[config.mk]
export PLATFORM = sky130hd
export DESIGN_NAME = bist_resp_analyzer
export DESIGN_NICKNAME = d
export VERILOG_FILES = /design/src/rtl/bist_resp_analyzer.sv
export SDC_FILE = /design/constraint.sdc
export NUM_CORES = 1
export LEC_CHECK = 0
export BUFFER_PORTS_ARGS = -buffer_cell sky130_fd_sc_hd__buf_2
export CAP_MARGIN = 10
export CORE_ASPECT_RATIO = 0.6
export CORE_MARGIN = 2
export CORE_UTILIZATION = 51
export DETAILED_ROUTE_END_ITERATION = 12
export HOLD_SLACK_MARGIN = 0.1
export PLACE_DENSITY = 0.86
export SLEW_MARGIN = 20
export SYNTH_ARGS = -nofsm -noshare
export SYNTH_HDL_FRONTEND = slang
export SYNTH_SLANG_ARGS = --single-unit
[constraint.sdc]
create_clock -name clk -period 3.8 [get_ports clk]
set_clock_uncertainty 0.15 [all_clocks]
set_input_delay 0.38 -clock clk [delete_from_list [all_inputs] [get_ports clk]]
set_output_delay 0.38 -clock clk [all_outputs]
set_load 0.05 [all_outputs]
[src/rtl/bist_resp_analyzer.sv]
// ---------------------------------------------------------------------------
// bist_resp_analyzer
//
// This is the response-analysis stage of the PMBIST datapath. It sits right
// after the registered read-data pipeline. Each cycle it may take one memory
// read beat (address, data read, expected data) and compare the data read
// against the expected value. Over a march pass it records:
//   - a sticky fail flag,
//   - a saturating count of mismatching beats,
//   - the address and XOR syndrome of the first mismatching beat.
// When the final beat has been processed it reports done to the BIST
// controller.
//
// Optional feature macro: PMBIST_MISR_EN
//   When defined, the block adds a multiple-input signature register
//   (MISR) that compresses every accepted rd_data beat. The register is
//   exposed on the misr_sig port and uses the MISR_POLY parameter. When the
//   macro is not defined, the block has no misr_sig port, no MISR_POLY
//   parameter and no MISR logic.
//
// Parameters:
//   DATA_W     read/expected data width
//   ADDR_W     memory address width
//   CNT_W      fail counter width; the counter saturates at all-ones
//   MISR_POLY  MISR feedback polynomial (only with PMBIST_MISR_EN)
//
// Ports:
//   clk              sole clock, rising edge
//   rst              asynchronous, active-low reset
//   start            pulse: clear the statistics and begin a pass
//   rd_valid         a read beat is present this cycle
//   rd_last          this beat is the final beat of the pass (needs rd_valid)
//   rd_addr          address of the beat
//   rd_data          data read from memory
//   exp_data         expected data for the beat
//   busy             high while a pass is running
//   done             high once the pass has finished
//   fail             sticky: at least one mismatch in this pass
//   fail_cnt         number of mismatching beats (saturating)
//   first_fail_addr  address of the first mismatch
//   first_fail_syn   rd_data ^ exp_data of the first mismatch
//   misr_sig         signature of the accepted beats (PMBIST_MISR_EN only)
// ---------------------------------------------------------------------------
module bist_resp_analyzer #(
  parameter int DATA_W = 8,
  parameter int ADDR_W = 8,
  parameter int CNT_W  = 8
`ifdef PMBIST_MISR_EN
  ,
  parameter logic [DATA_W-1:0] MISR_POLY = 8'h1D
`endif
) (
  input  logic              clk,
  input  logic              rst,
  input  logic              start,
  input  logic              rd_valid,
  input  logic              rd_last,
  input  logic [ADDR_W-1:0] rd_addr,
  input  logic [DATA_W-1:0] rd_data,
  input  logic [DATA_W-1:0] exp_data,
  output logic              busy,
  output logic              done,
  output logic              fail,
  output logic [CNT_W-1:0]  fail_cnt,
  output logic [ADDR_W-1:0] first_fail_addr,
  output logic [DATA_W-1:0] first_fail_syn
`ifdef PMBIST_MISR_EN
  ,
  output logic [DATA_W-1:0] misr_sig
`endif
);

  typedef enum logic [1:0] {
    IDLE = 2'd0,
    RUN  = 2'd1,
    DONE = 2'd2
  } state_t;

  state_t state_q;
  state_t state_d;

  logic              accept;
  logic              clear;
  logic              mismatch;
  logic [DATA_W-1:0] syndrome;
  logic              cnt_full;

  // A beat counts only while a pass is running. start is honoured only
  // outside RUN. Because IDLE and DONE never accept beats, "start wins over
  // rd_valid" follows directly from this split.
  assign accept   = (state_q == RUN) && rd_valid;
  assign clear    = (state_q != RUN) && start;
  assign syndrome = rd_data ^ exp_data;
  assign mismatch = (syndrome != '0);
  assign cnt_full = (fail_cnt == {CNT_W{1'b1}});

  // State register. An asynchronous reset drops any pass that is in
  // progress.
  always_ff @(posedge clk or negedge rst) begin
    if (!rst) begin
      state_q <= IDLE;
    end else begin
      state_q <= state_d;
    end
  end

  // Next-state logic. The last beat moves RUN to DONE on the same edge
  // that folds the beat into the statistics. As a result, done rises in
  // the same cycle as the final counts.
  always_comb begin
    state_d = state_q;
    unique case (state_q)
      IDLE: begin
        if (start) begin
          state_d = RUN;
        end
      end
      RUN: begin
        if (rd_valid && rd_last) begin
          state_d = DONE;
        end
      end
      DONE: begin
        if (start) begin
          state_d = RUN;
        end
      end
      default: begin
        state_d = IDLE;
      end
    endcase
  end

  assign busy = (state_q == RUN);
  assign done = (state_q == DONE);

  // Failure statistics. The first-failure capture is gated by the
  // previous value of fail, so later mismatches never overwrite the first
  // address and syndrome. The counter holds once it reaches all-ones
  // instead of wrapping to zero.
  always_ff @(posedge clk or negedge rst) begin
    if (!rst) begin
      fail            <= 1'b0;
      fail_cnt        <= '0;
      first_fail_addr <= '0;
      first_fail_syn  <= '0;
    end else if (clear) begin
      fail            <= 1'b0;
      fail_cnt        <= '0;
      first_fail_addr <= '0;
      first_fail_syn  <= '0;
    end else if (accept && mismatch) begin
      fail <= 1'b1;
      if (!cnt_full) begin
        fail_cnt <= fail_cnt + CNT_W'(1);
      end
      if (!fail) begin
        first_fail_addr <= rd_addr;
        first_fail_syn  <= syndrome;
      end
    end
  end

`ifdef PMBIST_MISR_EN
  logic [DATA_W-1:0] misr_next;

  // Galois-style MISR step. Shift left by one bit. If the bit shifted out
  // was 1, fold the polynomial back in. Then mix in the incoming read data.
  always_comb begin
    misr_next = {misr_sig[DATA_W-2:0], 1'b0} ^ rd_data;
    if (misr_sig[DATA_W-1]) begin
      misr_next = misr_next ^ MISR_POLY;
    end
  end

  // The signature register is cleared on start (like the statistics) and
  // advances only on accepted beats.
  always_ff @(posedge clk or negedge rst) begin
    if (!rst) begin
      misr_sig <= '0;
    end else if (clear) begin
      misr_sig <= '0;
    end else if (accept) begin
      misr_sig <= misr_next;
    end
  end
`endif

endmodule
==> flow_metrics.env, run 1 <==
export IMPL_worstReg2RegStart="state_q[1]"
export IMPL_start_kind="flip-flop"
export IMPL_yosysSeqAreaShare=0.501
export IMPL_die_h_um=43.8
export IMPL_ys_top_cells_by_area="dfrtp_1, nand3_1, o21ai_1"
export IMPL_clockRootBuffer="clkbuf_8"
export IMPL_end_kind="flip-flop"
export IMPL_cts_setup_buffers=0
export IMPL_grt_use_total=0.212
export IMPL_yosys_area_top_type="dfrtp_1"
export IMPL_num_vias=1145
export IMPL_criticalPathCategory="flip-flop to flip-flop"
export IMPL_drt_first_pass_iters=4
export IMPL_yosysTopAreaCellShare=0.501
export IMPL_drive_above_1_share=0.344
export IMPL_grt_util_met1=0.282
export IMPL_use_met3=0.0488
export IMPL_crit_path_max_incr_delay_ns=0.72
export IMPL_tightest_slew_ns=0.890
export IMPL_met2_usage=0.340
export IMPL_drv_cap=0
export IMPL_power_mw=1.38
export IMPL_fin_crit_ns=1.95
export IMPL_synth_edf_count=0
export IMPL_cts_buffer_depth=2
export IMPL_gp_congestion=0.766
export IMPL_synth_top_family_by_area="simple AND/OR/NAND/NOR gates"
export IMPL_fp_dieArea_mm2=0.00309
export IMPL_clock_latency_ns=0.27
export IMPL_drtIter0Drc=48
export IMPL_die_w_um=70.4
export IMPL_synth_top_cells_by_count="dfrtp_1, nand3_1, o21ai_1"
export IMPL_synth_warnings=0
export IMPL_drv_slew=0
export IMPL_core_mm2=0.00250
export IMPL_hold_viol=0
export IMPL_syn_inst=132
export IMPL_power_density_mw_per_mm2=822
export IMPL_critPathLaunch="state_q[1]"
export IMPL_maxSlewHeadroom=0.407
export IMPL_rows=14
export IMPL_avgSynthCellArea_um2=10.2
export IMPL_start_util=0.538
export IMPL_synthSimpleGateAreaFrac=0.190
export IMPL_cts_tree="done"
export IMPL_setup_viol=0
export IMPL_ir_worst_vdd_mv=0.473
export IMPL_path_max_fanout=25
export IMPL_synth_cell_types=32
export IMPL_synth_compound_area_share=0.136
export IMPL_cts_hold_buf=1
export IMPL_synthFlopType="dfrtp_1"
export IMPL_period_share=0.512
export IMPL_vias_per_cell=5.25
export IMPL_cp_cell_sequence="and2b_2 -> nand2b_1 -> nand3_1 -> o21ai_1"
export IMPL_first_global_vias=1095
export IMPL_portBuffers=55
export IMPL_drc=0
export IMPL_synth_nets=162
export IMPL_timing_final_ws_setup_ns=1.85
export IMPL_status="complete, no violations"
export IMPL_syn_cell_area_mm2=0.00135
export IMPL_rsz0062_at_grt="false"
export IMPL_wire_per_inst_um=13.4
export IMPL_r2r_cells=4
export IMPL_ys_ff_latch=27
export IMPL_worst_ep_arrival_time_ns=1.98
export IMPL_crit_required_ns=3.83
export IMPL_endpoint="first_fail_addr[4]"
export IMPL_clkSinkCount=27
export IMPL_clk_pin_slew_worst_paths_ns=0.09
export IMPL_syn_to_final_growth_pct=24.1
export IMPL_synth_most_common_cell="dfrtp_1"
export IMPL_nNetsFinal=217
export IMPL_grt_pass1_wl_mm=5.04
export IMPL_antenna_found_initial=0
export IMPL_io_pins=56
export IMPL_hp_class="primary input to flip-flop"
export IMPL_routed_wl_mm=2.92
export IMPL_postSynth_asyncResetShare=1.00
export IMPL_gr_total_overflow=0
export IMPL_numCtsBuffers=3
export IMPL_antenna_cells=0
export IMPL_cts_resized_gates=0
export IMPL_cts_max_level=1
export IMPL_synth_xor_area_share=0.0519
export IMPL_r2r_end="first_fail_addr[4]"
export IMPL_path_depth=4
export IMPL_dp_hpwl_mm=2.20
export IMPL_setup_tns_ns=0
export IMPL_muxShareOfSynthArea=0.0445
export IMPL_busiest_layer="met2"
export IMPL_grt_max_degree=33
export IMPL_place_ws_ns=1.59
export IMPL_rrSetupSlack_ns=1.85
export IMPL_max_freq_ghz=0.514
export IMPL_synthAdderAreaFrac=0.00928
export IMPL_p_leak_nw=0.879
export IMPL_slowest_stage="nand2b_1"
export IMPL_path_buf_inv=0
export IMPL_crit_family="simple AND/OR/NAND/NOR gates"
export IMPL_ant_nets=0
[worst min-delay path, stage by stage]
cell	delay, ns
buf_2	0.09
inv_1	0.04
o21ai_1	0.06
[final cells by class]
type | instances | area [µm²]
Clock buffer | 4 | 45.0
Fill cell | 217 | 831
Inverter | 12 | 45.0
Multi-Input combinational cell | 87 | 583
Sequential cell | 27 | 676
Tap cell | 32 | 40.0
Timing Repair Buffer | 56 | 285
[registers in the layout (all words and copies together), names as in the netlist]
signal,cells
state_q,2
fail,1
first_fail_addr,8
fail_cnt,8
first_fail_syn,8
[metal layers]
metal	share of wire	routed length (µm)
met5	0	0
met4	0.029	85
met3	0.045	132
met2	0.47	1370
met1	0.46	1330
[through the flow]
| stage | instances | instance area [µm²] | util | hold slack [ns] |
|---|---|---|---|---|
| 2_1_floorplan | 132 | 1350 | - | -0.0656 |
| 3_3_place_gp | 213 | 1620 | 0.646 | 0.254 |
| 3_5_place_dp | 213 | 1620 | 0.646 | 0.265 |
| 4_1_cts | 218 | 1670 | 0.668 | 0.185 |
| 5_1_grt | 218 | 1670 | 0.668 | 0.194 |
| 6_report | 218 | 1670 | 0.668 | 0.189 |
[layout by cell type, fill, tap and decap left out, drive strengths merged]
cell type and n:
a21boi 1, a31oi 1, a32o 1, and2b 1
and3 1, and3b 1, buf 55, clkbuf 4
dfrtp 27, dlygate4sd3 1, ha 1, inv 12
mux2i 6, nand2 11, nand2b 1, nand3 18
nand4 3, nor2 3, nor2b 1, nor3 1
nor3b 2, nor4b 2, o2111ai 1, o211ai 2
o21ai 18, o21bai 2, or3 1, xnor2 8
[kinds of logic after synthesis]
group                    count (synthesis)
flip-flops                              27
AO/OA/AOI/OAI                           26
XOR/XNOR                                 8
buffers and inverters                   18
multiplexers                             6
AND/OR/NAND/NOR                         46
adder cells (fa/ha/maj)                  1
[how the worst min path moves through the flow]
stage / start / end / cells past startpoint
finish: rd_addr[2] / first_fail_addr[2] / 3
global route: rd_addr[5] / first_fail_addr[5] / 3
CTS: rd_addr[2] / first_fail_addr[2] / 3
detailed placement: rst / first_fail_addr[3] / 1
global placement: rst / first_fail_addr[3] / 1
floorplan: rst / fail / 0
[where the power goes]
part           leakage, nW  switching [mW]  internal [mW]  total, mW
registers            0.360          0.0656          0.395      0.460
clock network       0.0228          0.0832         0.0750      0.158
logic                0.496           0.587          0.171      0.758
total                0.879           0.736          0.640       1.38
(Power assumes the default switching activity.)
==> run 2: changes to the inputs <==
--- a/config.mk
+++ b/config.mk
@@ -9,10 +9,10 @@
 export CAP_MARGIN = 10
 export CORE_ASPECT_RATIO = 0.6
 export CORE_MARGIN = 2
-export CORE_UTILIZATION = 51
+export CORE_UTILIZATION = 42
 export DETAILED_ROUTE_END_ITERATION = 12
 export HOLD_SLACK_MARGIN = 0.1
-export PLACE_DENSITY = 0.86
+export PLACE_DENSITY = 0.76
 export SLEW_MARGIN = 20
 export SYNTH_ARGS = -nofsm -noshare
 export SYNTH_HDL_FRONTEND = slang
==> constraint.sdc (replaced) <==
create_clock -name clk -period 1.7 [get_ports clk]
set_clock_uncertainty 0.15 [all_clocks]
set_input_delay 0.17 -clock clk [delete_from_list [all_inputs] [get_ports clk]]
set_output_delay 0.17 -clock clk [all_outputs]
set_load 0.05 [all_outputs]
==> run 2 against run 1 <==
Compared with the run above: critical path depth grew 1; register-to-register slack worse by 1.8 ns; sequential share of layout area fell by 5.2 points; worst setup slack lost 1.8 ns; clock-buffer cell count stayed put; fmax increased by 17%; combinational power rose by 150%; wire length rose by 15%; power up 140%; sequential power increased by 130%; critical endpoint is now fail_cnt[7].
==> flow_metrics.env, run 2 (synthesized netlist as in run 1, its figures left out) <==
export IMPL_setup_tns_ns=0
export IMPL_cell_internal_pwr_mw=1.57
export IMPL_syn_to_final_growth_pct=43.9
export IMPL_layout_cells_non_filler=248
export IMPL_start_kind="flip-flop"
export IMPL_grt_max_degree=33
export IMPL_wire_per_inst_um=13.5
export IMPL_path_max_fanout=6
export IMPL_numCtsBuffers=3
export IMPL_num_vias=1226
export IMPL_drtIter0Drc=67
export IMPL_crit_required_ns=1.71
export IMPL_maxSlewHeadroom=0.614
export IMPL_clkPwrFrac=0.109
export IMPL_reg_top3="fail_cnt: 8 flops, first_fail_addr: 8 flops, first_fail_syn: 8 flops"
export IMPL_worst_ep_arrival_time_ns=1.67
export IMPL_hp_class="primary input to flip-flop"
export IMPL_drc=0
export IMPL_drv_cap=0
export IMPL_clock_latency_ns=0.27
export IMPL_nNetsFinal=237
export IMPL_drive_above_1_share=0.403
export IMPL_clkSinkCount=27
export IMPL_place_ws_ns=0.0320
export IMPL_status="complete, no violations"
export IMPL_clockRootBuffer="clkbuf_8"
export IMPL_p_leak_nw=0.972
export IMPL_portBuffers=55
export IMPL_setup_viol=0
export IMPL_rows=15
export IMPL_power_density_mw_per_mm2=1690
export IMPL_die_w_um=77.2
export IMPL_postLayoutCoreUtil=0.654
export IMPL_grt_pass1_wl_mm=5.25
export IMPL_dp_cells=226
export IMPL_drt_first_pass_iters=4
export IMPL_clk_pin_slew_worst_paths_ns=0.09
export IMPL_cts_buffer_depth=2
export IMPL_io_pins=56
export IMPL_antenna_found_initial=0
export IMPL_gp_congestion=0.750
export IMPL_start_util=0.455
export IMPL_cts_max_level=1
export IMPL_gr_total_overflow=0
export IMPL_comb_power_share=0.574
export IMPL_dp_hpwl_mm=2.35
export IMPL_hold_viol=0
export IMPL_drv_slew=0
export IMPL_grt_use_total=0.183
export IMPL_layout_common_cells="buf_2, dfrtp_1, nand3_1, o21ai_1, dlygate4sd3_1"
export IMPL_max_freq_ghz=0.602
export IMPL_routed_wl_mm=3.35
export IMPL_switching_share=0.522
export IMPL_antenna_cells=0
export IMPL_first_global_vias=1122
export IMPL_seqPwrFrac=0.317
export IMPL_core_mm2=0.00297
export IMPL_tightest_slew_ns=0.579
export IMPL_end_kind="flip-flop"
export IMPL_fin_crit_ns=1.66
export IMPL_final_common_cell="buf_2"
export IMPL_vias_per_cell=4.94
export IMPL_switchingPower_mw=1.71
export IMPL_period_share=0.977
export IMPL_ant_nets=0
export IMPL_timing_final_ws_setup_ns=0.0391
export IMPL_fp_dieArea_mm2=0.00370
export IMPL_die_h_um=47.9
export IMPL_criticalPathCategory="flip-flop to flip-flop"
export IMPL_cts_tree="done"
export IMPL_ir_worst_vdd_mv=0.713
-- run 2: cell types whose count changed in the layout (fill, tap and decap cells not counted), moves of 6 or more --
cell,previous run,this run
dlygate4sd3_1,1,13
buf_4,0,6
dfrtp_1,27,21
dfrtp_2,0,6
-- run 2: path summary, 6_finish.rpt --
check | start | endpoint | slack, ns | depth (start not counted)
setup reg to reg | fail_cnt[3] | fail_cnt[7] | 0.04 | 5
max in group asynchronous | rst | fail_cnt[4] | 0.69 | 2
setup / recovery | fail_cnt[3] | fail_cnt[7] | 0.04 | 5
hold reg to reg | fail_cnt[4] | fail_cnt[4] | 0.35 | 1
min in group asynchronous | rst | first_fail_addr[1] | 0.29 | 2
hold / removal | rd_data[6] | first_fail_syn[6] | 0.1 | 3
-- run 2: critical path: stages (launching register included) --
cell and delay (ns):
dfrtp_2 0.41, nand4_1 0.18, or3_1 0.43, and3b_1 0.18, o21bai_1 0.12, o21ai_1 0.08
-- run 2: repair_timing --
action                                 in CTS  in global routing
pin swaps                                   0                  3
endpoints found under the hold margin      39                  0
setup endpoints to repair                   1                  6
setup buffers                               0                  5
gates resized for setup                     0                  7
hold buffers                               13                  0
-- run 2: final cells by class --
class                      instances  area (µm²)
timing repair buffer              76         493
fill                             235        1020
multi-input combinational         87         622
tap                               42        52.6
inverter                          12        45.0
clock buffer                       4        45.0
sequential                        27         683
-- run 2: layer usage --
layer	routed length (µm)	up-vias	GRT usage
li1	-	604	-
met1	1530	578	0.231
met2	1580	40	0.325
met3	192	4	0.0472
met4	40	0	0.0536
met5	0	-	0
-- run 2: power by group through the flow --
stage                     logic, mW  registers (mW)  clock network (mW)
after floorplan               0.560            1.83                   0
after global placement         1.77            1.02                   0
after detailed placement       1.82            1.04                   0
after CTS                      1.84            1.03               0.364
after global routing           1.99            1.07               0.386
final                          1.88            1.04               0.358
-- run 2: metrics by stage --
step / hold slack [ns] / power [mW] / cell area, µm²
after floorplan: -0.276 / 2.39 / 1360
after global placement: 0.0478 / 2.80 / 1690
after detailed placement: 0.0586 / 2.86 / 1690
after CTS: 0.103 / 3.24 / 1870
after global routing: 0.118 / 3.45 / 1940
final: 0.0959 / 3.28 / 1940
==> run 3: changes to the inputs <==
==> constraint.sdc (replaced) <==
create_clock -name clk -period 1.7 [get_ports clk]
set_clock_uncertainty 0.15 [all_clocks]
set_input_delay 0.425 -clock clk [delete_from_list [all_inputs] [get_ports clk]]
set_output_delay 0.425 -clock clk [all_outputs]
set_load 0.05 [all_outputs]
==> run 3 against run 2 <==
Compared with the run above: sequential cell count stayed put; core utilization is 1.3 points lower; global-route usage is 0.51 points lower; clock-buffer cell count stayed put; cell count is 2.8% lower; sequential share of layout area is 0.69 points higher; sequential power hardly changed; critical path type is now flip-flop to output pin; largest power group unchanged; highest routed layer unchanged.
==> flow_metrics.env, run 3 (synthesized netlist as in run 1, its figures left out) <==
export IMPL_status="complete, no violations"
export IMPL_first_global_vias=1164
export IMPL_antenna_cells=0
export IMPL_hold_viol=0
export IMPL_ant_nets=0
export IMPL_syn_to_final_growth_pct=41.1
export IMPL_drt_first_pass_iters=4
export IMPL_setup_tns_ns=0
export IMPL_worst_hold_slack_ns=0.225
export IMPL_cts_buffer_depth=2
export IMPL_numCtsBuffers=3
export IMPL_nNetsFinal=230
export IMPL_worst_ep_arrival_time_ns=1.11
export IMPL_crit_required_ns=1.12
export IMPL_die_w_um=77.2
export IMPL_portBuffers=55
export IMPL_p_leak_nw=0.991
export IMPL_grt_use_total=0.178
export IMPL_tightest_slew_ns=0.607
export IMPL_start_kind="flip-flop"
export IMPL_gr_total_overflow=0
export IMPL_drtIter0Drc=122
export IMPL_path_max_fanout=3
export IMPL_cts_max_level=1
export IMPL_setup_viol=0
export IMPL_power_density_mw_per_mm2=1750
export IMPL_rows=15
export IMPL_period_share=0.989
export IMPL_hp_class="primary input to flip-flop"
export IMPL_clock_latency_ns=0.27
export IMPL_max_freq_ghz=0.595
export IMPL_layout_common_cells="buf_2, dfrtp_1, nand3_1, o21ai_1, inv_1"
export IMPL_power_mw=3.32
export IMPL_core_mm2=0.00297
export IMPL_ir_worst_vdd_mv=0.771
export IMPL_drc=0
export IMPL_die_h_um=47.9
export IMPL_drv_slew=0
export IMPL_reg_top3="fail_cnt: 8 flops, first_fail_addr: 8 flops, first_fail_syn: 8 flops"
export IMPL_grt_pass1_wl_mm=5.02
export IMPL_clkSinkCount=27
export IMPL_rsz0062_at_grt="true"
export IMPL_drive_above_1_share=0.472
export IMPL_start_util=0.455
export IMPL_criticalPathCategory="flip-flop to output pin"
export IMPL_fp_dieArea_mm2=0.00370
export IMPL_clk_pin_slew_worst_paths_ns=0.09
export IMPL_drv_cap=0
export IMPL_antenna_found_initial=0
export IMPL_clockRootBuffer="clkbuf_8"
export IMPL_end_kind="output pin"
export IMPL_routed_wl_mm=3.25
export IMPL_num_vias=1240
export IMPL_fin_crit_ns=1.68
export IMPL_gp_congestion=0.834
export IMPL_cts_tree="done"
export IMPL_final_common_cell="buf_2"
export IMPL_vias_per_cell=5.15
export IMPL_wire_per_inst_um=13.5
export IMPL_maxSlewHeadroom=0.595
export IMPL_io_pins=56
export IMPL_grt_max_degree=33
export IMPL_dp_hpwl_mm=2.36
[run 3: path summary, 6_finish.rpt]
path | depth (start not counted) | start | to | slack (ns)
min | 3 | rd_addr[1] | first_fail_addr[1] | 0.22
max | 2 | state_q[1] | busy | 0.02
max in group asynchronous | 2 | rst | fail_cnt[4] | 0.42
min in group asynchronous | 2 | rst | first_fail_addr[1] | 0.54
max reg2reg | 6 | state_q[1] | fail_cnt[2] | 0.07
min reg2reg | 2 | first_fail_syn[2] | first_fail_syn[2] | 0.36
[run 3: final cells by class]
type / count / area, µm²
Timing Repair Buffer: 69 / 424
Tap cell: 42 / 52.6
Multi-Input combinational cell: 87 / 653
Sequential cell: 27 / 683
Clock buffer: 4 / 45.0
Fill cell: 263 / 1060
Inverter: 12 / 45.0
[run 3: what timing repair did]
item                                    in CTS  in global routing
setup buffers                                1                  3
gates resized for setup                      3                 12
endpoints found under the setup margin       3                  7
pin swaps                                    0                  2
hold buffers                                 1                  0
hold endpoints to repair                    27                  0
cloned                                       0                  0
[run 3: critical path: stages, from the launching register on]
cell and delay (ns):
dfrtp_1 0.38, and2b_4 0.29, buf_8 0.15
[run 3: power by group]
part           switching (mW)  internal [mW]  total (mW)
Combinational            1.38          0.549        1.93
Sequential              0.142          0.887        1.03
Clock                   0.195          0.168       0.363
Total                    1.72           1.60        3.32
[run 3: per-stage QoR]
step           setup slack [ns]  area, µm²  utilization  std cells
2_1_floorplan           -0.0339       1360            -        132
3_3_place_gp             -0.168       1740        0.585        232
3_5_place_dp             -0.231       1740        0.585        232
4_1_cts                 0.00376       1810        0.609        238
5_1_grt                 -0.0226       1900        0.642        241
6_report                 0.0193       1900        0.642        241
[run 3: per-layer routing]
metal  share of wire  track usage  routed length [µm]  vias to the layer above
met5               0            0                   0                        -
met4          0.0043       0.0571                  14                        0
met3           0.068       0.0491                 221                        2
met2            0.50        0.336                1640                       49
met1            0.42        0.208                1380                      595
li1                -            -                   -                      594
